===== src/rtl/fetch_unit_if.sv =====
// Handshake bundle between the fetch unit, instruction memory and the IF/ID stage.
// The fetch unit takes the master side; memory and decode together form the slave side.
interface fetch_unit_if;
   typedef logic [31:0] u32_t;

   logic imem_req;
   u32_t imem_addr;
   logic imem_gnt;
   logic imem_rvalid;
   u32_t imem_rdata;

   logic redirect_valid;
   u32_t redirect_ia;

   logic id_valid;
   logic id_ready;
   u32_t id_ir;
   u32_t id_ia_plus_4;

   modport master (
      output imem_req, imem_addr,
      input  imem_gnt, imem_rvalid, imem_rdata,
      input  redirect_valid, redirect_ia,
      output id_valid, id_ir, id_ia_plus_4,
      input  id_ready
   );

   modport slave (
      input  imem_req, imem_addr,
      output imem_gnt, imem_rvalid, imem_rdata,
      output redirect_valid, redirect_ia,
      input  id_valid, id_ir, id_ia_plus_4,
      output id_ready
   );
endinterface


===== src/rtl/fetch_unit.sv =====
// MINA2000 instruction-fetch front end: pipelined IMEM requests, in-order fetch FIFO,
// and redirect handling that flushes buffered words and drops in-flight responses.
module fetch_unit #(
   parameter logic [31:0] INITIAL_IA = 32'h0000_0000,
   parameter int unsigned DEPTH      = 2
) (
   input logic          clk,
   input logic          rst,
   fetch_unit_if.master bus
);
   localparam int CW = $clog2(DEPTH + 1);
   localparam int PW = (DEPTH > 1) ? $clog2(DEPTH) : 1;
   localparam logic [PW-1:0] LAST = PW'(DEPTH - 1);

   typedef struct packed {
      logic [31:0] ir;
      logic [31:0] ia_plus_4;
   } entry_t;

   logic [31:0]   ia;
   logic [CW-1:0] outstanding;
   logic [CW-1:0] outstanding_next;
   logic [CW-1:0] discard;
   logic [CW-1:0] fifo_count;
   logic [CW:0]   occupancy;

   entry_t        fifo_mem [DEPTH];
   logic [PW-1:0] rd_ptr;
   logic [PW-1:0] wr_ptr;

   // Request addresses of granted requests, consumed one per response (kept or dropped).
   logic [31:0]   addr_mem [DEPTH];
   logic [PW-1:0] a_rd_ptr;
   logic [PW-1:0] a_wr_ptr;

   logic grant;
   logic resp;
   logic push;
   logic pop;

   function automatic logic [PW-1:0] ptr_inc(input logic [PW-1:0] p);
      return (p == LAST) ? '0 : p + PW'(1);
   endfunction

   assign occupancy        = {1'b0, outstanding} + {1'b0, fifo_count};
   assign bus.imem_req     = !rst && !bus.redirect_valid && (occupancy < (CW+1)'(DEPTH));
   assign bus.imem_addr    = ia;

   assign grant            = bus.imem_req && bus.imem_gnt;
   assign resp             = bus.imem_rvalid;
   assign outstanding_next = outstanding + CW'(grant) - CW'(resp);
   assign push             = !rst && resp && (discard == '0) && !bus.redirect_valid;
   assign pop              = bus.id_valid && bus.id_ready;

   // Gating with rst keeps the decode side quiet during the reset cycle itself.
   assign bus.id_valid     = !rst && (fifo_count != '0);
   assign bus.id_ir        = bus.id_valid ? fifo_mem[rd_ptr].ir        : '0;
   assign bus.id_ia_plus_4 = bus.id_valid ? fifo_mem[rd_ptr].ia_plus_4 : '0;

   always_ff @(posedge clk) begin
      if (rst) begin
         ia          <= INITIAL_IA;
         outstanding <= '0;
         discard     <= '0;
         fifo_count  <= '0;
         rd_ptr      <= '0;
         wr_ptr      <= '0;
         a_rd_ptr    <= '0;
         a_wr_ptr    <= '0;
      end else begin
         outstanding <= outstanding_next;
         if (grant) a_wr_ptr <= ptr_inc(a_wr_ptr);
         if (resp)  a_rd_ptr <= ptr_inc(a_rd_ptr);

         if (bus.redirect_valid) begin
            ia         <= bus.redirect_ia & 32'hFFFF_FFFC;
            discard    <= outstanding_next;
            fifo_count <= '0;
            rd_ptr     <= '0;
            wr_ptr     <= '0;
         end else begin
            if (grant) ia <= ia + 32'd4;
            if (resp && (discard != '0)) discard <= discard - CW'(1);
            if (push) wr_ptr <= ptr_inc(wr_ptr);
            if (pop)  rd_ptr <= ptr_inc(rd_ptr);
            fifo_count <= fifo_count + CW'(push) - CW'(pop);
         end
      end
   end

   // NOTE: storage arrays carry no reset; occupancy counters and the id_valid gate
   // guarantee stale contents are never observed.
   always_ff @(posedge clk) begin
      if (push)  fifo_mem[wr_ptr]   <= '{ir: bus.imem_rdata, ia_plus_4: addr_mem[a_rd_ptr] + 32'd4};
      if (grant) addr_mem[a_wr_ptr] <= ia;
   end

   rvalid_without_request: assert property (
      @(posedge clk) disable iff (rst) !(bus.imem_rvalid && (outstanding == '0))
   );
endmodule


===== src/flat_wrapper.sv =====
// flat-port wrapper written by rule: the top's interface ports become plain ports
module fetch_unit_flat 
#(
   parameter logic [31:0] INITIAL_IA = 32'h0000_0000,
   parameter int unsigned DEPTH      = 2
)
  (clk, rst, bus_imem_req, bus_imem_addr, bus_imem_gnt, bus_imem_rvalid, bus_imem_rdata, bus_redirect_valid, bus_redirect_ia, bus_id_valid, bus_id_ir, bus_id_ia_plus_4, bus_id_ready);
  fetch_unit_if bus_i ();
  input logic clk;
  input logic rst;
  output wire logic [$bits(bus_i.imem_req)-1:0] bus_imem_req;
  output wire logic [$bits(bus_i.imem_addr)-1:0] bus_imem_addr;
  input wire logic [$bits(bus_i.imem_gnt)-1:0] bus_imem_gnt;
  input wire logic [$bits(bus_i.imem_rvalid)-1:0] bus_imem_rvalid;
  input wire logic [$bits(bus_i.imem_rdata)-1:0] bus_imem_rdata;
  input wire logic [$bits(bus_i.redirect_valid)-1:0] bus_redirect_valid;
  input wire logic [$bits(bus_i.redirect_ia)-1:0] bus_redirect_ia;
  output wire logic [$bits(bus_i.id_valid)-1:0] bus_id_valid;
  output wire logic [$bits(bus_i.id_ir)-1:0] bus_id_ir;
  output wire logic [$bits(bus_i.id_ia_plus_4)-1:0] bus_id_ia_plus_4;
  input wire logic [$bits(bus_i.id_ready)-1:0] bus_id_ready;
  assign bus_imem_req = bus_i.imem_req;
  assign bus_imem_addr = bus_i.imem_addr;
  assign bus_i.imem_gnt = bus_imem_gnt;
  assign bus_i.imem_rvalid = bus_imem_rvalid;
  assign bus_i.imem_rdata = bus_imem_rdata;
  assign bus_i.redirect_valid = bus_redirect_valid;
  assign bus_i.redirect_ia = bus_redirect_ia;
  assign bus_id_valid = bus_i.id_valid;
  assign bus_id_ir = bus_i.id_ir;
  assign bus_id_ia_plus_4 = bus_i.id_ia_plus_4;
  assign bus_i.id_ready = bus_id_ready;
  fetch_unit #(.INITIAL_IA(INITIAL_IA), .DEPTH(DEPTH)) u_core (.clk(clk), .rst(rst), .bus(bus_i));
endmodule

===== config.mk =====
export PLATFORM = sky130hd
export DESIGN_NAME = fetch_unit_flat
export DESIGN_NICKNAME = d
export VERILOG_FILES = /design/src/rtl/fetch_unit_if.sv /design/src/rtl/fetch_unit.sv /design/src/flat_wrapper.sv
export SDC_FILE = /design/constraint.sdc
export NUM_CORES = 1
export LEC_CHECK = 0
export ABC_AREA = 1
export CAP_MARGIN = 10
export CORE_MARGIN = 1
export CORE_UTILIZATION = 30
export DETAILED_ROUTE_END_ITERATION = 6
export GPL_ROUTABILITY_DRIVEN = 0
export PLACE_DENSITY_LB_ADDON = 0.3
export SLEW_MARGIN = 20
export SYNTH_ARGS = -nofsm -noshare
export SYNTH_HDL_FRONTEND = slang
export SYNTH_SLANG_ARGS = --single-unit

===== constraint.sdc =====
create_clock -name clk -period 5.3 [get_ports clk]
set_input_delay 1.59 -clock clk [delete_from_list [all_inputs] [get_ports clk]]
set_output_delay 1.59 -clock clk [all_outputs]
set_load 0.05 [all_outputs]

==> results.py <==
metrics = {
    "min_path": {
        "min_path_type": "flip-flop to flip-flop",
    },
    "critical_path": {
        "path_class": "input pin to primary output",
        "cp.required_ps": 3710,
        "crit_family": "buffers and inverters",
        "crit_fanout": 57,
        "cp_slowest_cell": "clkdlybuf4s50_1",
        "cp.arrival_ps": 3260,
        "critPathMaxStageDelay_ps": 550,
        "crit_path_end_kind": "primary output",
        "timing.critical_path.buf_inv": 6,
        "worstPathCellList": "clkdlybuf4s50_1, inv_1, o21ai_0, inv_2, buf_12, nand2_1, inv_1, buf_12",
        "crit_path_start_kind": "input pin",
    },
    "clocking": {
        "postCtsSetupBuffers": 0,
        "cts_resized": 0,
        "clkTransAtPathRegs_ps": 60,
        "cts_buffers": 26,
        "cts_sinks": 226,
        "worstSkewPairLatency_ps": 520,
        "root_buffer": "clkbuf_16",
        "cts_tree": "built",
        "hold_buffers": 0,
        "cts.htree.levels": 1,
        "clockBufferDepth": 3,
    },
    "timing": {
        "fin_setup_tns_ps": 0,
        "hold_slack_ps": 512,
        "fmax_mhz": 206,
        "fin_skew_ps": 10.6,
        "max_slew_margin_pct": 41.5,
        "tightestPinTransition_ps": 878,
        "period_share_pct": 91.5,
        "grt_setup_unrepaired": "false",
        "fin_crit_ps": 4850,
        "maxSlewViolCount": 0,
        "hold_viol": 0,
        "finalSetupViolCount": 0,
    },
    "yosys": {
        "synth_xor_area_share_pct": 1.87,
        "syn_inst": 1133,
        "synth-compound-area-share_pct": 4.14,
        "synth_async_sr_flop_share_pct": 0,
        "yosys.area.top_type_share_pct": 51.2,
        "synth-simple-area-share_pct": 19.0,
        "yosys-top-cells-area": "edfxtp_1 51%, nand2_1 11%, dfxtp_1 7.8%, inv_1 6.8%, mux2_2 6.5%",
        "synthFlopType": "edfxtp_1",
        "ys_ff_latch": 226,
        "synthTopCellsByCount": "310 x nand2_1, 197 x inv_1, 184 x edfxtp_1",
        "yosysSeqAreaShare_pct": 58.9,
        "synth.most_common_cell": "nand2_1",
        "yosysTopAreaCell": "edfxtp_1",
        "synth_cell_types": 37,
        "synth_edf_count": 184,
        "muxShareOfSynthArea_pct": 6.46,
        "avgSynthCellArea_um2": 9.53,
        "synth_top_family_by_area": "simple AND/OR/NAND/NOR gates",
        "synthAdderAreaFrac_pct": 0.880,
        "synth_area_um2": 10800,
        "yosysWarnings": 0,
    },
    "finish": {
        "multiInputGateArea_um2": 3530,
        "nets": 1380,
        "synthToLayoutAreaGrowth_pct": 33.8,
        "final-instance-count-excl-fill": 1784,
        "fillers": 3428,
        "regArea_um2": 6370,
        "n_antenna_cell": 0,
        "drive_above_1_share_pct": 15.8,
    },
    "routing": {
        "vias_per_cell": 4.40,
        "ant_nets": 0,
        "drc": 0,
        "via_count": 7856,
        "post_drt_wl_per_cell_um": 14.2,
        "finalWirelength_mm": 25.3,
        "drt_first_pass_iters": 5,
        "drt_iter0_drc": 370,
    },
    "global_routing": {
        "overflow": 0,
        "grt_pass1_vias": 7391,
        "grt_pass1_wl_mm": 39.1,
        "antenna_found_initial": 0,
        "grt_max_degree": 64,
        "grt_usage_pct": 13.5,
    },
    "placed_design": {
        "detailed_place_hpwl_mm": 17.8,
        "numPortBuffers": 161,
        "dp.cells": 1736,
    },
    "floorplan": {
        "design.die.area_um2": 36800,
        "core_area_um2": 35500,
        "dieWidth_um": 192,
        "num_rows": 69,
        "initial_core_util_pct": 30.4,
        "fp.dieH_um": 192,
        "pin_count": 168,
    },
    "run_status": {
        "status": "finished clean",
    },
    "pwr": {
        "p_leak_nw": 5.88,
        "powerDensity_nw_per_um2": 292,
        "ir_worst_vdd_v": 0.000241,
    },
    "job": {
        "cap_violations": 0,
    },
}
==> worst paths after layout <==
kind                                   start                               end  slack (ps)  depth (start not counted)
setup / recovery                         rst              bus_id_ia_plus_4[19]         450                          8
hold / removal    u_core.rd_ptr$_SDFFE_PP0P_                         flip-flop         510                          2
setup reg to reg                   flip-flop  u_core.fifo_mem[1][28]$_DFFE_PP_        2430                         10
hold reg to reg   u_core.rd_ptr$_SDFFE_PP0P_                         flip-flop         510                          2
==> placed cells by master, fill, tap and decap left out, types with 2 or more instances in the layout <==
cell type / instances
buf_12: 67
nand3b_1: 5
nand4_1: 11
buf_4: 10
dfxtp_1: 40
a21oi_1: 18
conb_1: 4
o21ai_0: 30
edfxtp_1: 184
bufinv_16: 2
a31oi_1: 11
inv_1: 197
clkbuf_1: 7
or2_2: 4
nand2_1: 310
nor2_1: 88
mux2_2: 62
clkinv_2: 4
clkinvlp_4: 3
clkdlybuf4s50_1: 97
xor2_1: 16
nor3_1: 6
dfxtp_2: 2
nor2_2: 10
nand3_1: 56
nor2_4: 4
xnor2_1: 7
inv_2: 3
nand2_2: 2
ha_1: 6
clkbuf_16: 27
clkinv_1: 2
o21ai_2: 4
o21ai_1: 13
==> layout make-up <==
type / count / share of cell area (%)
repair buffers: 174 / 16.5
well taps: 461 / 3.99
flip-flops and latches: 226 / 44.1
multi-input cells: 675 / 24.4
inverters: 200 / 5.19
clock inverters: 13 / 0.883
clock buffers: 35 / 4.95
==> metrics by stage <==
step	power [mW]	setup WS, ps	util (%)	instance area, um^2
detailed placement	2.52	438	38.4	13600
global route	4.38	264	40.7	14500
finish	4.23	453	40.7	14500
global placement	2.51	468	38.4	13600
floorplan	2.34	130	-	10800
CTS	4.28	433	40.7	14500
==> report_power, final <==
part	switching [mW]	leakage (nW)	total, mW	internal, mW
clock	0.693	0.404	1.74	1.05
combinational	0.277	3.44	0.450	0.173
sequential	0.0506	2.03	2.04	1.99
==> cell families (layout without fill, tap and decap cells) <==
logic type | Yosys count | in the layout
AND/OR/NAND/NOR | 498 | 498
multiplexers | 62 | 62
adder cells (fa/ha/maj) | 7 | 7
flip-flops | 226 | 226
AO/OA/AOI/OAI | 81 | 81
other | 1 | 4
XOR/XNOR | 23 | 23
buffers and inverters | 235 | 422
==> tightest hold or removal path: cells and delay by family, from the launching register on <==
| kind | cells | cell delay (ps) |
|---|---|---|
| simple gates | 1 | 80 |
| flops | 1 | 320 |
| xor+xnor | 1 | 80 |
==> flip-flops by register name, indices dropped and copies added (netlist names), named ones only <==
signal                count
u_core.fifo_mem         124
u_core.addr_mem          60
u_core.bus.imem_addr     30
u_core.discard            2
u_core.fifo_count         2
u_core.outstanding        2
u_core.a_rd_ptr           1
u_core.a_wr_ptr           1
u_core.rd_ptr             1
u_core.wr_ptr             1
==> routing by layer <==
| layer | vias to the layer above | share of wire (%) | GRT usage (%) |
|---|---|---|---|
| li1 | 3989 | - | - |
| met1 | 3552 | 47 | 18.7 |
| met2 | 272 | 44 | 21.3 |
| met3 | 43 | 6.2 | 2.28 |
| met4 | 0 | 3.0 | 4.67 |
| met5 | - | 0 | 0 |
Power figures use the tool's default switching activity.
